File: config.mk
export PLATFORM = sky130hd
export DESIGN_NAME = bcd_xs3_seq_ctrl
export DESIGN_NICKNAME = d
export VERILOG_FILES = /design/src/rtl/bcd_xs3_seq_ctrl.sv
export SDC_FILE = /design/constraint.sdc
export NUM_CORES = 1
export LEC_CHECK = 0
export ABC_AREA = 1
export ABC_CLOCK_PERIOD_IN_PS = 2800
export CAP_MARGIN = 25
export CORE_MARGIN = 2
export CORE_UTILIZATION = 36
export CTS_BUF_LIST = sky130_fd_sc_hd__clkbuf_4
export DETAILED_ROUTE_END_ITERATION = 12
export DONT_BUFFER_PORTS = 1
export HOLD_SLACK_MARGIN = 0.12
export PLACE_DENSITY = 0.56
export SLEW_MARGIN = 20
export SYNTH_ARGS = -nofsm -noshare
export SYNTH_HDL_FRONTEND = slang
export SYNTH_SLANG_ARGS = --single-unit
File: constraint.sdc
create_clock -name clk -period 2.8 [get_ports clk]
set_clock_uncertainty 0.1 [all_clocks]
set_input_delay 0.56 -clock clk [delete_from_list [all_inputs] [get_ports clk]]
set_output_delay 0.56 -clock clk [all_outputs]
set_load 0.01 [all_outputs]
File: src/rtl/bcd_xs3_seq_ctrl.sv
// Sequencer that converts a packed multi-digit BCD word to excess-3 one digit per cycle, LSD first.
// Optional saturating error-word counter on port err_count, enabled by defining BCD_ERR_CNT_EN.
module bcd_xs3_seq_ctrl #(
   parameter int DIGITS = 4
) (
   input  logic                  clk,
   input  logic                  rst,
   input  logic                  in_valid,
   output logic                  in_ready,
   input  logic [4*DIGITS-1:0]   in_bcd,
   output logic                  out_valid,
   input  logic                  out_ready,
   output logic [4*DIGITS-1:0]   out_xs3,
   output logic                  out_err,
   output logic [DIGITS-1:0]     digit_err,
   output logic                  busy
`ifdef BCD_ERR_CNT_EN
   ,
   output logic [7:0]            err_count
`endif
);

   localparam int IDX_W = (DIGITS > 1) ? $clog2(DIGITS) : 1;
   localparam logic [IDX_W-1:0] LAST_IDX = IDX_W'(DIGITS - 1);

   typedef enum logic [1:0] {
      IDLE,
      CONV,
      DONE
   } state_t;

   state_t              state;
   state_t              state_nxt;
   logic [IDX_W-1:0]    idx;
   logic [4*DIGITS-1:0] bcd_p0;
   logic                load;
   logic                step;
   logic [4:0]          conv_res;

   // Result packed as {err, xs3}; illegal digits map to 0000 with the error bit set.
   function automatic logic [4:0] xs3_conv(input logic [3:0] d);
      if (d > 4'd9) begin
         return 5'b1_0000;
      end
      return {1'b0, d + 4'd3};
   endfunction

`ifdef BCD_ERR_CNT_EN
   function automatic logic [7:0] sat_inc8(input logic [7:0] v);
      return (v == 8'hFF) ? v : v + 8'd1;
   endfunction
`endif

   always_ff @(posedge clk) begin
      if (rst) begin
         state <= IDLE;
      end else begin
         state <= state_nxt;
      end
   end

   always_comb begin
      state_nxt = state;
      in_ready  = 1'b0;
      out_valid = 1'b0;
      busy      = 1'b0;
      load      = 1'b0;
      step      = 1'b0;
      case (state)
         IDLE: begin
            in_ready = 1'b1;
            if (in_valid) begin
               load      = 1'b1;
               state_nxt = CONV;
            end
         end
         CONV: begin
            busy = 1'b1;
            step = 1'b1;
            if (idx == LAST_IDX) begin
               state_nxt = DONE;
            end
         end
         DONE: begin
            busy      = 1'b1;
            out_valid = 1'b1;
            if (out_ready) begin
               state_nxt = IDLE;
            end
         end
         default: begin
            state_nxt = IDLE;
         end
      endcase
   end

   // Stage p0: captured source word, only meaningful while converting.
   always_ff @(posedge clk) begin
      if (load) begin
         bcd_p0 <= in_bcd;
      end
   end

   assign conv_res = xs3_conv(bcd_p0[idx*4 +: 4]);

   always_ff @(posedge clk) begin
      if (rst || load) begin
         idx       <= '0;
         out_xs3   <= '0;
         digit_err <= '0;
      end else if (step) begin
         out_xs3[idx*4 +: 4] <= conv_res[3:0];
         digit_err[idx]      <= conv_res[4];
         if (idx != LAST_IDX) begin
            idx <= idx + 1'b1;
         end
      end
   end

   assign out_err = |digit_err;

`ifdef BCD_ERR_CNT_EN
   always_ff @(posedge clk) begin
      if (rst) begin
         err_count <= '0;
      end else if (out_valid && out_ready && out_err) begin
         err_count <= sat_inc8(err_count);
      end
   end
`endif

endmodule

==> reports/metrics.yaml <==
yosys:
  syn_nets: 237
  synth_fa_ha_area_frac: 0.0867
  ys_types: 30
  synth_xor_area_frac: 0.00467
  syn_area_mm2: 0.00188
  ys_warn_count: 0
  synth_mux_area_frac: 0
  syn_area_per_cell_um2: 9.20
  synth_edf_count: 16
  ys.flop_type: "dfxtp_1"
  synth-async-reset-ratio: 0
  synth_compound_area_frac: 0.0867
  synth_top_area_share: 0.256
  synth_top_area_cell: "dfxtp_1"
  ys_ff_latch: 40
  syn_inst: 204
  synth_top_family_by_area: "simple AND/OR/NAND/NOR gates"
  synth_seq_area_share: 0.512
  synthTopCellsByArea: "dfxtp_1 26%, edfxtp_1 26%, nand2_1 9.0%"
  synth-simple-area-share: 0.242
worst_setup_path:
  slowest_delay_ns: 0.50
  cp_max_fo: 14
  path_class: "flop to flop"
  cp_num_buf_inv: 3
  cp_cell_sequence: "inv_2 -> nand2_1 -> nand3_1 -> nand2_1 -> inv_2 -> ha_1 -> or2_2 -> nand2_2 -> nand2_4 -> inv_4 -> nor2_4 -> nand4_1 -> a21oi_1"
  critPathSlowestCell: "dfxtp_1"
  critPathArrivalTime_ns: 2.42
  start_kind: "flop"
  end_kind: "flop"
  cp.required_ns: 2.91
  cpLargestDelayFamily: "simple AND/OR/NAND/NOR gates"
cts:
  htreeDepth: 2
  numCtsBuffers: 5
  post_cts_buffers: 0
  cts-root-buf: "clkbuf_4"
  clk_path_buf_depth: 2
  clkLatencyLatePin_ns: 0.34
  clock_sinks: 40
  cts_tree: "built"
  cts_hold_buf: 0
  post_cts_resized: 0
  clk_pin_slew_worst_paths_ns: 0.12
power_and_ir_drop:
  ir_drop_uv: 353
  p_total_mw: 1.89
  p_per_area_mw_per_mm2: 945
  p_leak_nw: 0.779
status:
  status: "finished clean"
min_path:
  hold_path_class: "input port to flop"
floorplan:
  die_w_um: 76.2
  dieArea_mm2: 0.00581
  pin_count: 44
  fp-row-count: 26
  initial_core_util: 0.370
  core_area_mm2: 0.00507
  die_y_um: 76.2
drt:
  ant_nets: 0
  met1_length_mm: 1.74
  met3_length_um: 227
  vias: 1307
  drt_iter0_markers: 70
  wl_per_cell_um: 12.5
  first_pass_iters: 4
  drc: 0
  wl_mm: 3.49
  routed_via_density: 4.67
  highest_layer: "met4"
  routed-wl-met2_mm: 1.47
timing:
  slew_headroom: 0.667
  worst_pin_slew_ns: 0.499
  whs_ns: 0.172
  hold_viol: 0
  rsz0062_at_grt: "false"
  setup-tns-final_ns: 0
  period_share: 0.824
  max_freq_mhz: 434
  fin_crit_ns: 2.31
  drv_slew: 0
  setup_violations: 0
layout:
  stdcell_area_mm2: 0.00200
  drive_gt1_frac: 0.133
  area_growth_pct: 6.80
  postLayoutCoreUtil: 0.395
  n_antenna_cell: 0
  finalNetCount: 242
placed_design:
  io_buffers: 0
  place_congestion: 0.798
  post_dp_cell_area_mm2: 0.00195
  place_hpwl_mm: 2.67
global_routing:
  grt_first_pass_wirelength_mm: 5.90
  overflow: 0
  grt_pass1_vias: 1223
  grt_usage: 0.127
  antenna_found_initial: 0
  grt_max_degree: 18
job:
  maxCapViolCount: 0
==> flip-flops by register name (all words and copies together), names as in the netlist <==
signal	cells
bcd_p0	16
digit_err	4
idx	2
out_xs3	16
state	2
==> worst reg2reg max path: stages, from the launching register on <==
cell and delay (ns):
dfxtp_1 0.50, inv_2 0.19, nand2_1 0.10, nand3_1 0.07, nand2_1 0.17, inv_2 0.07, ha_1 0.19, or2_2 0.29
nand2_2 0.09, nand2_4 0.09, inv_4 0.11, nor2_4 0.06, nand4_1 0.08, a21oi_1 0.07
==> power breakdown <==
part           leakage (nW)  switching, mW  internal, mW
Sequential            0.346         0.0525         0.714
Combinational         0.409          0.582         0.259
Clock                0.0249          0.192        0.0946
==> stage by stage <==
step	instances	setup slack, ns
after floorplan	204	0.670
after global placement	272	0.597
final	280	0.493
after detailed placement	272	0.504
after global routing	280	0.315
after CTS	280	0.484
==> cell type report <==
type | count | area [um^2]
clock buffer | 5 | 37.5
clock inverter | 3 | 18.8
fill | 539 | 3070
inverter | 23 | 88.8
multi-input combinational | 136 | 788
sequential | 40 | 961
tap | 70 | 87.6
timing repair buffer | 3 | 22.5
==> cells in the mapped netlist (all sizes together) (2+ instances only) <==
master  number
nand2       52
nand4        3
nand3       16
nor2        13
nor3         3
ha          13
edfxtp      16
a211oi       2
and2         2
buf          4
o21ai        6
a21oi       21
dfxtp       24
inv         23
==> logic make-up (layout without fill, tap and decap cells) <==
logic type | Yosys count | count (layout)
compound gates | 30 | 30
flops | 40 | 40
fa+ha+maj | 13 | 13
simple gates | 92 | 92
xor+xnor | 1 | 1
buf+inv | 28 | 34
==> metal layers <==
| layer | GRT usage | vias up |
|---|---|---|
| met5 | 0 | - |
| met4 | 0.0509 | 0 |
| li1 | - | 683 |
| met2 | 0.183 | 42 |
| met3 | 0.0474 | 6 |
| met1 | 0.173 | 576 |
==> path summary, 6_finish.rpt <==
kind / from / endpoint / slack [ns] / depth (start not counted)
setup / recovery: idx[0] / out_xs3[14] / 0.49 / 13
hold / removal: rst / state[0] / 0.17 / 1
setup reg to reg: idx[0] / out_xs3[14] / 0.49 / 13
hold reg to reg: out_xs3[4] / out_xs3[4] / 0.42 / 2
==> cells in the final DEF, fill, tap and decap left out <==
master / netlist / layout
buf_4: 1 / 3
o221ai_1: 1 / 1
or4_1: 1 / 1
nand3_1: 15 / 15
a21oi_2: 1 / 1
clkbuf_4: 0 / 5
a211oi_1: 2 / 2
a21oi_1: 20 / 20
inv_1: 19 / 19
and2_1: 2 / 2
nor2_1: 12 / 12
nor4_2: 1 / 1
clkinv_1: 0 / 1
o21ai_0: 6 / 6
ha_1: 13 / 13
nand2_4: 1 / 1
nor3_1: 1 / 1
nand3_2: 1 / 1
edfxtp_1: 16 / 16
nand2_1: 45 / 45
dfxtp_1: 24 / 24
nand4_1: 3 / 3
inv_4: 1 / 1
nor2_4: 1 / 1
nor3_4: 2 / 2
clkinvlp_4: 0 / 2
xnor2_1: 1 / 1
inv_2: 3 / 3
or2_2: 1 / 1
nand2_2: 6 / 6
Note: power is estimated with default switching activity, not from simulation.
